### config.mk
export PLATFORM = sky130hd
export DESIGN_NAME = vector_ls_sequencer_flat
export DESIGN_NICKNAME = d
export VERILOG_FILES = /design/src/rtl/vector_ls_sequencer_pkg.sv /design/src/rtl/vector_ls_sequencer_if.sv /design/src/rtl/vector_ls_sequencer_credit.sv /design/src/rtl/vector_ls_sequencer.sv /design/src/flat_wrapper.sv
export SDC_FILE = /design/constraint.sdc
export NUM_CORES = 1
export LEC_CHECK = 0
export ABC_AREA = 1
export CORE_MARGIN = 3
export CORE_UTILIZATION = 29
export CTS_BUF_LIST = sky130_fd_sc_hd__clkbuf_4 sky130_fd_sc_hd__clkbuf_8
export DETAILED_ROUTE_END_ITERATION = 16
export SYNTH_ARGS = -nofsm -noshare
export SYNTH_HDL_FRONTEND = slang
export SYNTH_HIERARCHICAL = 1
export SYNTH_SLANG_ARGS = --single-unit
### constraint.sdc
create_clock -name clk -period 5.68 [get_ports clk]
set_clock_uncertainty 0.15 [all_clocks]
set_input_delay 1.704 -clock clk [delete_from_list [all_inputs] [get_ports clk]]
set_output_delay 1.704 -clock clk [all_outputs]
set_load 0.05 [all_outputs]
### src/rtl/vector_ls_sequencer_pkg.sv
// Shared types and sizing helpers for the vector load/store path.
// The load/store control FSM sizes its counters with the same functions.
package vector_ls_pkg;

  typedef enum logic [1:0] {
    IDLE  = 2'd0,
    ISSUE = 2'd1,
    DRAIN = 2'd2,
    DONE  = 2'd3
  } Seq_state;

  function automatic int word_bytes(input int scalar_size);
    return scalar_size / 8;
  endfunction

  localparam int WORD_BYTES = word_bytes(32);

  function automatic int num_scalars(input int num_slices, input int num_elems,
                                     input int elem_size, input int scalar_size);
    return num_elems * elem_size / scalar_size * num_slices;
  endfunction

  function automatic int cw_of(input int n);
    return $clog2(n + 1);
  endfunction

  function automatic int iw_of(input int n);
    return (n <= 2) ? 1 : $clog2(n);
  endfunction

endpackage

### src/rtl/vector_ls_sequencer_if.sv
// Data-memory port between the sequencer (master) and the shared bus (slave).
// A request transfers on a rising clk edge where req_valid && req_ready; once raised, req_valid and
// the request fields hold until that edge. Responses arrive in request order, one per resp_valid cycle.
interface vector_ls_sequencer_if #(
  parameter int SCALAR_SIZE = 32
) ();
  logic                   req_valid;
  logic                   req_ready;
  logic [31:0]            req_addr;
  logic                   req_we;
  logic [SCALAR_SIZE-1:0] req_wdata;
  logic                   resp_valid;
  logic [SCALAR_SIZE-1:0] resp_rdata;

  modport master (
    output req_valid, req_addr, req_we, req_wdata,
    input  req_ready, resp_valid, resp_rdata
  );

  modport slave (
    input  req_valid, req_addr, req_we, req_wdata,
    output req_ready, resp_valid, resp_rdata
  );
endinterface

### src/rtl/vector_ls_sequencer_credit.sv
// Up/down count of issued-but-unanswered bus requests.
// A decrement at zero is dropped and flagged instead of wrapping.
module ls_credit_counter #(
  parameter int MAX_OUTSTANDING = 4,
  parameter int W = $clog2(MAX_OUTSTANDING + 1)
) (
  input  logic         clk,
  input  logic         reset,
  input  logic         inc_i,
  input  logic         dec_i,
  output logic [W-1:0] cnt_o,
  output logic         full_o,
  output logic         underflow_o
);
  logic [W-1:0] cnt_q, cnt_d;
  logic         dec_ok;

  assign dec_ok      = dec_i && (cnt_q != '0);
  assign underflow_o = dec_i && (cnt_q == '0);
  assign full_o      = (cnt_q == W'(MAX_OUTSTANDING));
  assign cnt_o       = cnt_q;

  always_comb begin
    cnt_d = cnt_q;
    case ({inc_i, dec_ok})
      2'b10:   cnt_d = cnt_q + W'(1);
      2'b01:   cnt_d = cnt_q - W'(1);
      default: cnt_d = cnt_q;
    endcase
  end

  always_ff @(posedge clk or posedge reset) begin
    if (reset) cnt_q <= '0;
    else       cnt_q <= cnt_d;
  end
endmodule

### src/rtl/vector_ls_sequencer.sv
// Expands one vector load/store into count scalar word requests on the data-memory port,
// moving store data out of the slices and load data back into them, then pulses complete.
module vector_ls_sequencer
  import vector_ls_pkg::*;
#(
  parameter int NUM_SLICES      = 1,
  parameter int NUM_ELEMS       = 8,
  parameter int ELEM_SIZE       = 16,
  parameter int SCALAR_SIZE     = 32,
  parameter int MAX_OUTSTANDING = 4,
  localparam int NUM_SCALARS    = num_scalars(NUM_SLICES, NUM_ELEMS, ELEM_SIZE, SCALAR_SIZE),
  localparam int CW             = cw_of(NUM_SCALARS),
  localparam int IW             = iw_of(NUM_SCALARS)
) (
  input  logic                   clk,
  input  logic                   reset,
  input  logic                   new_op,
  input  logic                   we,
  input  logic [CW-1:0]          count,
  input  logic [31:0]            g,
  output logic                   complete,
  output logic                   busy,
  output logic                   protocol_err,
  vector_ls_sequencer_if.master  mem,
  output logic [IW-1:0]          vec_rd_idx,
  input  logic [SCALAR_SIZE-1:0] vec_rd_data,
  output logic                   vec_wr_en,
  output logic [IW-1:0]          vec_wr_idx,
  output logic [SCALAR_SIZE-1:0] vec_wr_data,
  output Seq_state               state_dbg_o
);
  localparam int WB = word_bytes(SCALAR_SIZE);
  localparam int OW = $clog2(MAX_OUTSTANDING + 1);

  Seq_state               state_q, state_d;
  logic [31:0]            g_q;
  logic [CW-1:0]          count_q, issued_q, received_q;
  logic                   we_q, err_q;
  logic                   wr_en_q;
  logic [IW-1:0]          wr_idx_q;
  logic [SCALAR_SIZE-1:0] wr_data_q;

  logic [OW-1:0] out_cnt;
  logic          out_full, out_underflow;
  logic          req_valid_c, req_fire, resp_ok, start;

  ls_credit_counter #(.MAX_OUTSTANDING(MAX_OUTSTANDING), .W(OW)) u_credit (
    .clk        (clk),
    .reset      (reset),
    .inc_i      (req_fire),
    .dec_i      (mem.resp_valid),
    .cnt_o      (out_cnt),
    .full_o     (out_full),
    .underflow_o(out_underflow)
  );

  assign start       = (state_q == IDLE) && new_op;
  assign req_valid_c = (state_q == ISSUE) && (issued_q < count_q) && !out_full;
  assign req_fire    = req_valid_c && mem.req_ready;
  // A response with nothing outstanding (e.g. left over from before a reset) is dropped.
  assign resp_ok     = mem.resp_valid && !out_underflow;

  // Request fields are zero while idle; they only depend on registered state, so they hold during a stall.
  assign mem.req_valid = req_valid_c;
  assign mem.req_addr  = req_valid_c ? (g_q + 32'(issued_q) * 32'(WB)) : '0;
  assign mem.req_we    = req_valid_c ? we_q : 1'b0;
  assign mem.req_wdata = req_valid_c ? vec_rd_data : '0;
  assign vec_rd_idx    = issued_q[IW-1:0];

  assign complete     = (state_q == DONE);
  assign busy         = (state_q != IDLE);
  assign protocol_err = err_q;
  assign vec_wr_en    = wr_en_q;
  assign vec_wr_idx   = wr_idx_q;
  assign vec_wr_data  = wr_data_q;
  assign state_dbg_o  = state_q;

  always_comb begin
    state_d = state_q;
    case (state_q)
      IDLE:    if (new_op) state_d = (count == '0) ? DONE : ISSUE;
      ISSUE:   if (req_fire && (issued_q + CW'(1) == count_q)) state_d = DRAIN;
      DRAIN:   if (resp_ok && (received_q + CW'(1) == count_q)) state_d = DONE;
      DONE:    state_d = IDLE;
      default: state_d = IDLE;
    endcase
  end

  always_ff @(posedge clk or posedge reset) begin
    if (reset) begin
      state_q    <= IDLE;
      g_q        <= '0;
      count_q    <= '0;
      we_q       <= 1'b0;
      issued_q   <= '0;
      received_q <= '0;
      err_q      <= 1'b0;
      wr_en_q    <= 1'b0;
      wr_idx_q   <= '0;
      wr_data_q  <= '0;
    end else begin
      state_q <= state_d;
      if (start) begin
        g_q        <= g;
        count_q    <= count;
        we_q       <= we;
        issued_q   <= '0;
        received_q <= '0;
      end else begin
        if (req_fire) issued_q   <= issued_q + CW'(1);
        if (resp_ok)  received_q <= received_q + CW'(1);
      end
      if ((new_op && state_q != IDLE) || (mem.resp_valid && out_underflow)) err_q <= 1'b1;
      wr_en_q <= resp_ok && !we_q;
      if (resp_ok && !we_q) begin
        wr_idx_q  <= received_q[IW-1:0];
        wr_data_q <= mem.resp_rdata;
      end
    end
  end
endmodule

### src/flat_wrapper.sv
// flat-port wrapper written by rule: the top's interface ports become plain ports
module vector_ls_sequencer_flat import vector_ls_pkg::*;
#(
  parameter int NUM_SLICES      = 1,
  parameter int NUM_ELEMS       = 8,
  parameter int ELEM_SIZE       = 16,
  parameter int SCALAR_SIZE     = 32,
  parameter int MAX_OUTSTANDING = 4,
  localparam int NUM_SCALARS    = num_scalars(NUM_SLICES, NUM_ELEMS, ELEM_SIZE, SCALAR_SIZE),
  localparam int CW             = cw_of(NUM_SCALARS),
  localparam int IW             = iw_of(NUM_SCALARS)
)
  (clk, reset, new_op, we, count, g, complete, busy, protocol_err, vec_rd_idx, vec_rd_data, vec_wr_en, vec_wr_idx, vec_wr_data, state_dbg_o, mem_req_valid, mem_req_addr, mem_req_we, mem_req_wdata, mem_req_ready, mem_resp_valid, mem_resp_rdata);
  vector_ls_sequencer_if #(.SCALAR_SIZE(SCALAR_SIZE)) mem_i ();
  input  logic clk;
  input  logic reset;
  input  logic new_op;
  input  logic we;
  input  logic [CW-1:0] count;
  input  logic [31:0] g;
  output logic complete;
  output logic busy;
  output logic protocol_err;
  output logic [IW-1:0] vec_rd_idx;
  input  logic [SCALAR_SIZE-1:0] vec_rd_data;
  output logic vec_wr_en;
  output logic [IW-1:0] vec_wr_idx;
  output logic [SCALAR_SIZE-1:0] vec_wr_data;
  output Seq_state state_dbg_o;
  output wire logic [$bits(mem_i.req_valid)-1:0] mem_req_valid;
  output wire logic [$bits(mem_i.req_addr)-1:0] mem_req_addr;
  output wire logic [$bits(mem_i.req_we)-1:0] mem_req_we;
  output wire logic [$bits(mem_i.req_wdata)-1:0] mem_req_wdata;
  input wire logic [$bits(mem_i.req_ready)-1:0] mem_req_ready;
  input wire logic [$bits(mem_i.resp_valid)-1:0] mem_resp_valid;
  input wire logic [$bits(mem_i.resp_rdata)-1:0] mem_resp_rdata;
  assign mem_req_valid = mem_i.req_valid;
  assign mem_req_addr = mem_i.req_addr;
  assign mem_req_we = mem_i.req_we;
  assign mem_req_wdata = mem_i.req_wdata;
  assign mem_i.req_ready = mem_req_ready;
  assign mem_i.resp_valid = mem_resp_valid;
  assign mem_i.resp_rdata = mem_resp_rdata;
  vector_ls_sequencer #(.NUM_SLICES(NUM_SLICES), .NUM_ELEMS(NUM_ELEMS), .ELEM_SIZE(ELEM_SIZE), .SCALAR_SIZE(SCALAR_SIZE), .MAX_OUTSTANDING(MAX_OUTSTANDING)) u_core (.clk(clk), .reset(reset), .new_op(new_op), .we(we), .count(count), .g(g), .complete(complete), .busy(busy), .protocol_err(protocol_err), .mem(mem_i), .vec_rd_idx(vec_rd_idx), .vec_rd_data(vec_rd_data), .vec_wr_en(vec_wr_en), .vec_wr_idx(vec_wr_idx), .vec_wr_data(vec_wr_data), .state_dbg_o(state_dbg_o));
endmodule
* Word level (Yosys, flattened, before mapping)
Cells that the tools add are included.
** Word-level totals
- Register bits after elaboration :: 83
- Input port bits :: 105
- Logic and storage cells :: 66
** Cells by class
- Add/subtract/negate cells :: 5
- Magnitude comparators :: 1
- Eq/ne operators :: 11
- Mux-type cells :: 13
- Reduce and logical (&&, ||, !) cells :: 25
** Operators by type and width (number)
- 2-to-1 mux 32 bit :: 2
- adder 32 x 5 -> 32 bit :: 1
- logical AND 1 bit :: 12
- 2-to-1 mux 3 bit :: 4
- adder 3 x 1 -> 3 bit, second input constant :: 3
- 2-to-1 mux 2 bit :: 4
- case mux 2 bit (4 select lines) :: 1
- nonzero test 2 bit :: 4
- equality test 2 bit, second input constant :: 3
- equality test 3 bit :: 2
- logical NOT 3 bit :: 2
- case mux 3 bit (2 select lines) :: 1
- equality test 2 x 1 -> 1 bit, second input constant :: 2
- inequality test 2 bit, second input constant :: 2
- equality test 3 bit, second input constant :: 1
- logical NOT 1 bit :: 3
- less-than comparator 3 bit :: 1
- AND reduction 3 bit :: 1
- nonzero test 3 bit :: 1
- subtractor 3 x 1 -> 3 bit, second input constant :: 1
- logical NOT 2 bit :: 1
- inequality test 2 x 1 -> 1 bit, second input constant :: 1
- logical OR 1 bit :: 1
- 2-to-1 mux 1 bit :: 1

* Depth between registers and ports, before layout
Gate-level depths: netlist of run 1.
- Depth in word-level cells :: 7
- Depth in mapped cells :: 17

* By module
The synthesis of run 1 kept the hierarchy.
** Modules (own cells, without submodules)
- vector_ls_sequencer :: times used 1, cells an instance 663, area an instance 4655.7 µm², seq. area each 2001.9 µm²
- ls_credit_counter :: times used 1, cells an instance 27, area an instance 219.0 µm², seq. area each 75.1 µm²

* Worst setup path before layout of run 1
Ideal clock, no wire load.
- Path type :: reg-to-output
- Start :: register u_core.state_q[1], in the netlist u_core/state_dbg_o[1]
- End :: output mem_req_addr[8]
- Data arrival time :: 2.600 ns
- Data required time :: 3.826 ns
- Path slack :: 1.226 ns
- Cell stages (with the launch flop) :: 7
- Path through :: dfrtp_1 inv_1 ha_1 nor3b_1 nand2_1 buf_2 a211oi_1
** Between the ends
- Cells in the longest elaborated chain, start to end :: 4
** Ends and longest elaborated chain
- start: declaration :: line vector_ls_sequencer.sv:35 : Seq_state state_q, state_d;
- start signal: assignment :: line vector_ls_sequencer.sv:102 : state_q <= state_d;
- equality test 2 x 1 -> 1 bit :: line vector_ls_sequencer.sv:58 : assign req_valid_c = (state_q == ISSUE) && (issued_q < count_q) && !out_full;
- logical AND 1 bit (2 in series) :: line vector_ls_sequencer.sv:58
- 2-to-1 mux 32 bit :: line vector_ls_sequencer.sv:65 : assign mem.req_addr = req_valid_c ? (g_q + 32'(issued_q) * 32'(WB)) : '0;
- end: declaration :: line flat_wrapper.sv:31 : output wire logic [$bits(mem_i.req_addr)-1:0] mem_req_addr;
Every way passes these cells.

* Worst setup path after layout of run 1
- Start :: register u_core.issued_q[0]
- End :: output mem_req_addr[24]
** Between the ends
- Cells in the longest elaborated chain, start to end :: 4
** Ends and longest elaborated chain
- start: declaration :: line vector_ls_sequencer.sv:37 : logic [CW-1:0] count_q, issued_q, received_q;
- start signal: assignment :: line vector_ls_sequencer.sv:110 : if (req_fire) issued_q <= issued_q + CW'(1);
- branches (longest 3 deep; another with adder 32 x 5 -> 32 bit)
- 2-to-1 mux 32 bit * :: line vector_ls_sequencer.sv:65
Mark *: on every way between the ends.

==> results of run 1 <==
-- cell type report --
class | count | area (um^2) | area share (%)
tap | 216 | 270 | 3.66
timing repair buffer | 218 | 2170 | 29.4
multi-input combinational | 474 | 2270 | 30.8
clock buffer | 10 | 138 | 1.87
sequential | 83 | 2080 | 28.1
clock inverter | 5 | 38.8 | 0.526
inverter | 110 | 414 | 5.61
-- state kept, by name (all words and copies together) (netlist names) --
register and count:
u_core/vec_wr_en 1, u_core/state_dbg_o 2, u_core/issued_q 3, u_core/vec_wr_data 32
u_core/vec_wr_idx 2, u_core/protocol_err 1, u_core/we_q 1, u_core/u_credit/cnt_o 3
u_core/received_q 3, u_core/g_q 32, u_core/count_q 3
-- synthesized netlist by cell type (2+ instances only) --
cell type  count  share of area (%)
xor2_1         8                1.4
nor2_4         6                1.4
xnor2_1        2               0.36
nor3_2         3               0.62
nand2_2        3               0.39
nand2_1      233                 18
fa_1           2               0.82
nand3_1       20                2.1
a21oi_1       11                1.1
nor3_1        16                1.6
buf_2         13                1.3
clkbuf_1       7               0.54
ha_1          14                3.6
dfrtp_1       83                 43
nor2_1        80                6.2
nand4_1       11                1.4
nand3_2        3               0.62
buf_4          3               0.46
inv_1        101                7.8
nor2_2         3               0.39
o21ai_0       48                4.9
inv_2          8               0.62
or2_2          4               0.51
-- layout by cell type (no fill, tap or decap), types with 3 or more instances in the layout --
| cell type | instances |
|---|---|
| a21oi_1 | 11 |
| buf_4 | 6 |
| clkbuf_8 | 10 |
| clkdlybuf4s50_1 | 212 |
| dfrtp_1 | 83 |
| ha_1 | 14 |
| inv_1 | 100 |
| inv_2 | 8 |
| nand2_1 | 232 |
| nand2_2 | 4 |
| nand3_1 | 20 |
| nand3_2 | 3 |
| nand4_1 | 11 |
| nor2_1 | 80 |
| nor2_2 | 3 |
| nor2_4 | 6 |
| nor3_1 | 16 |
| nor3_2 | 3 |
| o21ai_0 | 48 |
| or2_2 | 4 |
| xor2_1 | 8 |
-- kinds of logic (layout without fill, tap and decap cells) --
logic type | count (synthesis) | after routing | synth area share [%]
xor+xnor | 10 | 10 | 1.80
flops | 83 | 83 | 42.6
buf+inv | 133 | 343 | 10.8
fa+ha+maj | 16 | 16 | 4.41
compound gates | 64 | 64 | 6.98
simple gates | 384 | 384 | 33.4
-- worst min-delay path by stage --
stage	end	slack, ps	from
3_3_place_gp	u_core/vec_wr_data[0]$_DFFE_PP0P_	300	u_core/vec_wr_data[0]$_DFFE_PP0P_
2_1_floorplan	u_core/u_credit/cnt_o[2]$_DFFE_PP0P_	290	u_core/u_credit/cnt_o[2]$_DFFE_PP0P_
5_1_grt	u_core/vec_wr_data[20]$_DFFE_PP0P_	340	u_core/vec_wr_data[20]$_DFFE_PP0P_
3_5_place_dp	u_core/vec_wr_data[9]$_DFFE_PP0P_	310	u_core/vec_wr_data[9]$_DFFE_PP0P_
4_1_cts	u_core/vec_wr_data[9]$_DFFE_PP0P_	330	u_core/vec_wr_data[9]$_DFFE_PP0P_
6_report	u_core/vec_wr_data[9]$_DFFE_PP0P_	320	u_core/vec_wr_data[9]$_DFFE_PP0P_
-- power by group through the flow --
| stage | sequential, uW | combinational, uW | clock (uW) |
|---|---|---|---|
| 5_1_grt | 1130 | 3100 | 452 |
| 6_report | 1080 | 2870 | 405 |
| 3_3_place_gp | 1090 | 2880 | 0 |
| 3_5_place_dp | 1090 | 2900 | 0 |
| 4_1_cts | 1080 | 2900 | 423 |
| 2_1_floorplan | 1470 | 1570 | 0 |
-- worst reg2reg max path, delay by kind of cell (launching register included) --
family,cells,cell delay [ps]
AO/OA/AOI/OAI,1,140
adder cells (fa/ha/maj),3,800
flip-flops,1,440
buffers and inverters,3,250
AND/OR/NAND/NOR,3,530
-- metal layers --
| layer | wire, um | vias up |
|---|---|---|
| met1 | 6330 | 2208 |
| met2 | 6700 | 207 |
| met4 | 139 | 0 |
| met3 | 1850 | 10 |
| met5 | 0 | - |
| li1 | - | 2516 |
-- stage by stage --
step	utilization, %	std cells	worst slack [ps]	hold slack (ps)
after floorplan	-	690	1230	291
after global placement	44.5	1101	684	302
after detailed placement	44.5	1101	688	307
after CTS	45.6	1116	609	330
after global routing	45.6	1116	389	344
final	45.6	1116	655	323
==> results.tsv, run 1 <==
stage	metric	value	unit
logic_synthesis	postSynth.asyncResetShare	100	%
power_and_ir_drop	p_total	4360	uW
timing	tns	0	ps
finish	drive_above_1_share	6.11	%
finish	antenna_cells	0	
finish	fin_nets	1017	
logic_synthesis	synth-seq-area-share	42.6	%
critical_path	rr_worst_depth	10	
logic_synthesis	ys_ff_latch	83	
critical_path	cp-start-kind	flip-flop	
critical_path	crit_arrival	3170	ps
clock_network	htreeDepth	3	
timing	finalCriticalPeriod	5020	ps
clock_network	clock_latency	380	ps
clock_network	cts_tree	done	
global_routing	grt_max_degree	56	
clock_network	path_clk_slew	90	ps
outcome	status	completed	
clock_network	ctsLongestPathBuffers	2	
logic_synthesis	syn_avg_cell_area	7.06	um^2
detailed_routing	wirelength	15.0	mm
critical_path	startpoint	u_core/issued_q[0]$_DFFE_PP0P_	
timing	slew_viol_final	0	
finish	postLayoutCellArea	7380	um^2
power_and_ir_drop	p_int	1940	uW
logic_synthesis	netlist_area	4870	um^2
finish	synthToLayoutAreaGrowth	51.4	%
critical_path	crit_chain	ha_1, inv_1, fa_1, inv_1, nand2_1, nand2_1, nand2_1, nor2_4, nand3_2, o21ai_2, nand2_1, nor2_1, clkdlybuf4s50_1	
power_and_ir_drop	p_clk_share	9.3	%
job	maxCapViolCount	0	
timing	rsz0062_at_grt	false	
global_routing	grt_use_total	16.4	%
floorplan	die_x	136	um
clock_network	cts_buffers	9	
critical_path	r2r-start	u_core/state_dbg_o[1]$_DFFE_PP0P_	
global_routing	grt_pass1_vias	4801	
global_routing	use_met3	6.43	%
timing	max_freq	0.199	GHz
global_routing	grt_antenna_before_repair	0	
timing	period_share	88.5	%
logic_synthesis	synth_edf_count	0	
place	dpl_cell_area	7200	um^2
floorplan	std_cell_rows	46	
floorplan	initial_core_util	30.1	%
critical_path	crit_type	reg2out	
timing	worst_slew_pin_slew	891	ps
critical_path	slowest_delay	810	ps
detailed_routing	drc	0	
clock_network	cts_sinks	83	
power_and_ir_drop	vdd_drop_max	0.272	mV
critical_path	crit_path_end_kind	primary output	
critical_path	cp_num_buf_inv	3	
place	hpwl	11.5	mm
timing	setup_viol	0	
detailed_routing	drt_iter0_drc	249	
critical_path	cp_common_cell	nand2_1	
critical_path	path_depth	13	
power_and_ir_drop	sequentialPowerShare	24.9	%
floorplan	core-area	16200	um^2
logic_synthesis	ys.flop_type	dfrtp_1	
floorplan	fp.dieH	136	um
power_and_ir_drop	swShare	55.4	%
clock_network	hold_buffers	0	
power_and_ir_drop	power_density	591	nW/um^2
critical_path	rrSetupSlack	3290	ps
clock_network	post_cts_buffers	0	
timing	relSlewSlack	40.6	%
finish	fill_cells	1640	
logic_synthesis	synth_cells	690	
detailed_routing	dr_total_vias	4941	
floorplan	die-area	18400	um^2
global_routing	use_met1	19.9	%
global_routing	met2_usage	27.0	%
clock_network	clockRootBuffer	clkbuf_8	
detailed_routing	ant_nets	0	
detailed_routing	wl_per_cell	13.5	um
place	gpl.final_weighted_congestion	0.891	
critical_path	critPathCapture	mem_req_addr[24]	
timing	finalHoldViolCount	0	
critical_path	reg2reg_to	u_core/u_credit/cnt_o[1]$_DFFE_PP0P_	
logic_synthesis	synth.yosys.warnings	6	
logic_synthesis	synth_nets	811	
global_routing	grt_busiest_layer	met2	
detailed_routing	drt_pass1_iterations	5	
power_and_ir_drop	pwr-share-comb	65.8	%
floorplan	io_pins	213	
place	port_buffers	212	
critical_path	cp_max_fo	4	
clock_network	cts_resized	0	
critical_path	critPathSlowestCell	clkdlybuf4s50_1	
worst_hold_path	holdPathStages	2	
power_and_ir_drop	p_switching	2420	uW
detailed_routing	via_per_inst	4.43	
critical_path	cp.required	3830	ps
power_and_ir_drop	p_leak	0.00348	uW
global_routing	grt.overflow.total	0	
global_routing	grt_pass1_wl	23.9	mm
worst_hold_path	worstHoldPathType	reg2reg	
critical_path	crit_family	buffers and inverters	
logic_synthesis	synth_cell_types	31	
No activity file was read; power rests on OpenSTA's default activity.
==> run 2: changes to the inputs <==
--- a/config.mk
+++ b/config.mk
@@ -7,9 +7,10 @@
 export LEC_CHECK = 0
 export ABC_AREA = 1
 export CORE_MARGIN = 3
-export CORE_UTILIZATION = 29
+export CORE_UTILIZATION = 47
 export CTS_BUF_LIST = sky130_fd_sc_hd__clkbuf_4 sky130_fd_sc_hd__clkbuf_8
 export DETAILED_ROUTE_END_ITERATION = 16
+export PLACE_DENSITY = 0.88
 export SYNTH_ARGS = -nofsm -noshare
 export SYNTH_HDL_FRONTEND = slang
 export SYNTH_HIERARCHICAL = 1
==> results.tsv, run 2 (synthesized netlist as in run 1, its figures left out) <==
stage	metric	value	unit	change
floorplan	io_pins	213		unchanged
clock_network	cts_buffers	9		unchanged
finish	final_cell_mix	nand2_1, clkdlybuf4s50_1, inv_1, dfrtp_1, nor2_1		unchanged
detailed_routing	drt_iter0_drc	285		was 249
critical_path	cp-start-kind	flip-flop		unchanged
detailed_routing	drc	0		unchanged
clock_network	path_clk_slew	100	ps	was 90 ps
power_and_ir_drop	p_clk_share	10.5	%	was 9.3%
critical_path	cp_max_fo	32		was 4
finish	synthToLayoutAreaGrowth	49.8	%	was 51.4%
critical_path	crit_arrival	3350	ps	was 3170 ps
detailed_routing	wl_per_cell	13.6	um	was 13.5 um
clock_network	hold_buffers	0		unchanged
floorplan	initial_core_util	49.2	%	was 30.1%
global_routing	grt_antenna_before_repair	0		unchanged
clock_network	post_cts_buffers	0		unchanged
critical_path	cp.required	3830	ps	about the same
global_routing	grt_pass1_wl	22.8	mm	was 23.9 mm
finish	drive_above_1_share	6.01	%	was 6.11%
global_routing	grt_pass1_vias	4819		was 4801
critical_path	crit_path_end_kind	primary output		unchanged
power_and_ir_drop	p_int	1980	uW	was 1940 uW
timing	setup_viol	0		unchanged
finish	fin_nets	1015		was 1017
power_and_ir_drop	vdd_drop_max	0.451	mV	was 0.272 mV
global_routing	grt_max_degree	44		was 56
finish	mostFrequentLayoutCell	nand2_1		unchanged
clock_network	clock_latency	350	ps	was 380 ps
global_routing	grt.overflow.total	0		unchanged
timing	slew_viol_final	0		unchanged
power_and_ir_drop	sequentialPowerShare	24.6	%	was 24.9%
power_and_ir_drop	pwr-share-comb	64.9	%	was 65.8%
timing	relSlewSlack	52.5	%	was 40.6%
outcome	status	completed		unchanged
clock_network	ctsLongestPathBuffers	2		unchanged
job	maxCapViolCount	0		unchanged
critical_path	crit_type	reg2out		unchanged
timing	period_share	91.6	%	was 88.5%
clock_network	cts_sinks	83		unchanged
detailed_routing	via_per_inst	4.86		was 4.43
detailed_routing	dr_total_vias	5011		was 4941
clock_network	htreeDepth	3		unchanged
worst_hold_path	worstHoldPathType	reg2reg		unchanged
power_and_ir_drop	swShare	55.0	%	was 55.4%
timing	fin_ws	478	ps	was 655 ps
timing	finalHoldViolCount	0		unchanged
clock_network	clockRootBuffer	clkbuf_8		unchanged
power_and_ir_drop	p_leak	0.00348	uW	about the same
floorplan	std_cell_rows	36		was 46
timing	max_freq	0.192	GHz	was 0.199 GHz
detailed_routing	ant_nets	0		unchanged
timing	finalCriticalPeriod	5200	ps	was 5020 ps
floorplan	die-area	11600	um^2	was 18400 um^2
power_and_ir_drop	p_switching	2420	uW	about the same
floorplan	core-area	9910	um^2	was 16200 um^2
clock_network	cts_tree	done		unchanged
power_and_ir_drop	power_density	604	nW/um^2	was 591 nW/um^2
clock_network	cts_resized	0		unchanged
place	port_buffers	212		unchanged
detailed_routing	drt_pass1_iterations	5		unchanged
place	gpl.final_weighted_congestion	0.951		was 0.891
timing	rsz0062_at_grt	false		unchanged
timing	worst_slew_pin_slew	711	ps	was 891 ps
floorplan	fp.dieH	108	um	was 136 um
floorplan	die_x	108	um	was 136 um
place	hpwl	11.0	mm	was 11.5 mm
timing	tns	0	ps	unchanged
place	pre_cts_slack	666	ps	was 688 ps
global_routing	grt_use_total	24.7	%	was 16.4%
detailed_routing	wirelength	14.1	mm	was 15.0 mm
finish	antenna_cells	0		unchanged
==> run 2: cell count changes in the layout (fill, tap and decap cells not counted) <==
cell,change
buf_4,-2
clkinv_4,-2
inv_8,+2
bufinv_16,+1
clkbuf_8,-1
clkinv_2,-1
clkinv_8,+1
inv_6,+1
==> run 2: cell type report <==
type	instances	area (um^2)
Clock inverter	7	93.8
Multi-Input combinational cell	474	2270
Sequential cell	83	2080
Inverter	110	414
Fill cell	788	2610
Timing Repair Buffer	216	2150
Clock buffer	9	124
Tap cell	133	166
==> run 2: stage by stage <==
| step | hold WS (ps) | total power, uW | instances | utilization, % | cell area [um^2] |
|---|---|---|---|---|---|
| floorplan | 291 | 3040 | 690 | - | 4870 |
| global placement | 303 | 3920 | 1016 | 71.5 | 7080 |
| detailed placement | 307 | 3960 | 1016 | 71.5 | 7080 |
| CTS | 330 | 4440 | 1032 | 73.7 | 7300 |
| global route | 350 | 4700 | 1032 | 73.7 | 7300 |
| finish | 328 | 4410 | 1032 | 73.7 | 7300 |
==> run 2: power by group through the flow <==
stage	Sequential [uW]	Combinational (uW)	Clock [uW]
2_1_floorplan	1470	1570	0
3_3_place_gp	1080	2840	0
3_5_place_dp	1090	2870	0
4_1_cts	1080	2880	474
5_1_grt	1120	3070	503
6_report	1080	2860	462
==> run 2: worst paths after layout <==
path                            cells after the start  slack (ps)                               from                              endpoint
worst min-delay path                                2         330  u_core/vec_wr_data[1]$_DFFE_PP0P_     u_core/vec_wr_data[1]$_DFFE_PP0P_
worst max-delay path                                7         480  u_core/state_dbg_o[1]$_DFFE_PP0P_                       mem_req_addr[6]
worst min register to register                      2         330  u_core/vec_wr_data[1]$_DFFE_PP0P_     u_core/vec_wr_data[1]$_DFFE_PP0P_
min in group asynchronous                           2        1400                              reset  u_core/u_credit/cnt_o[2]$_DFFE_PP0P_
max in group asynchronous                           3        2770                              reset      u_core/vec_wr_idx[1]$_DFFE_PP0P_
worst max register to register                     10        2970  u_core/state_dbg_o[1]$_DFFE_PP0P_  u_core/u_credit/cnt_o[1]$_DFFE_PP0P_
==> run 2: worst max-delay path, stage by stage, from the launching register on <==
cell	delay (ps)
dfrtp_1	440
inv_1	110
ha_1	180
nor3b_1	240
nand2_2	360
buf_4	390
nor3_1	380
clkdlybuf4s50_1	900
==> run 2: layer usage <==
layer	part of all wire [%]	track usage (%)	vias up
li1	-	-	2512
met1	40	30.0	2240
met2	47	41.7	243
met3	11	9.00	16
met4	1.3	6.04	0
met5	0	0	-
==> run 3: changes to the inputs <==
--- a/config.mk
+++ b/config.mk
@@ -11,6 +11,7 @@
 export CTS_BUF_LIST = sky130_fd_sc_hd__clkbuf_4 sky130_fd_sc_hd__clkbuf_8
 export DETAILED_ROUTE_END_ITERATION = 16
 export PLACE_DENSITY = 0.88
+export SLEW_MARGIN = 20
 export SYNTH_ARGS = -nofsm -noshare
 export SYNTH_HDL_FRONTEND = slang
 export SYNTH_HIERARCHICAL = 1
==> results of run 3 <==
No change in the layout: final DEF, timing and power equal those of run 2.
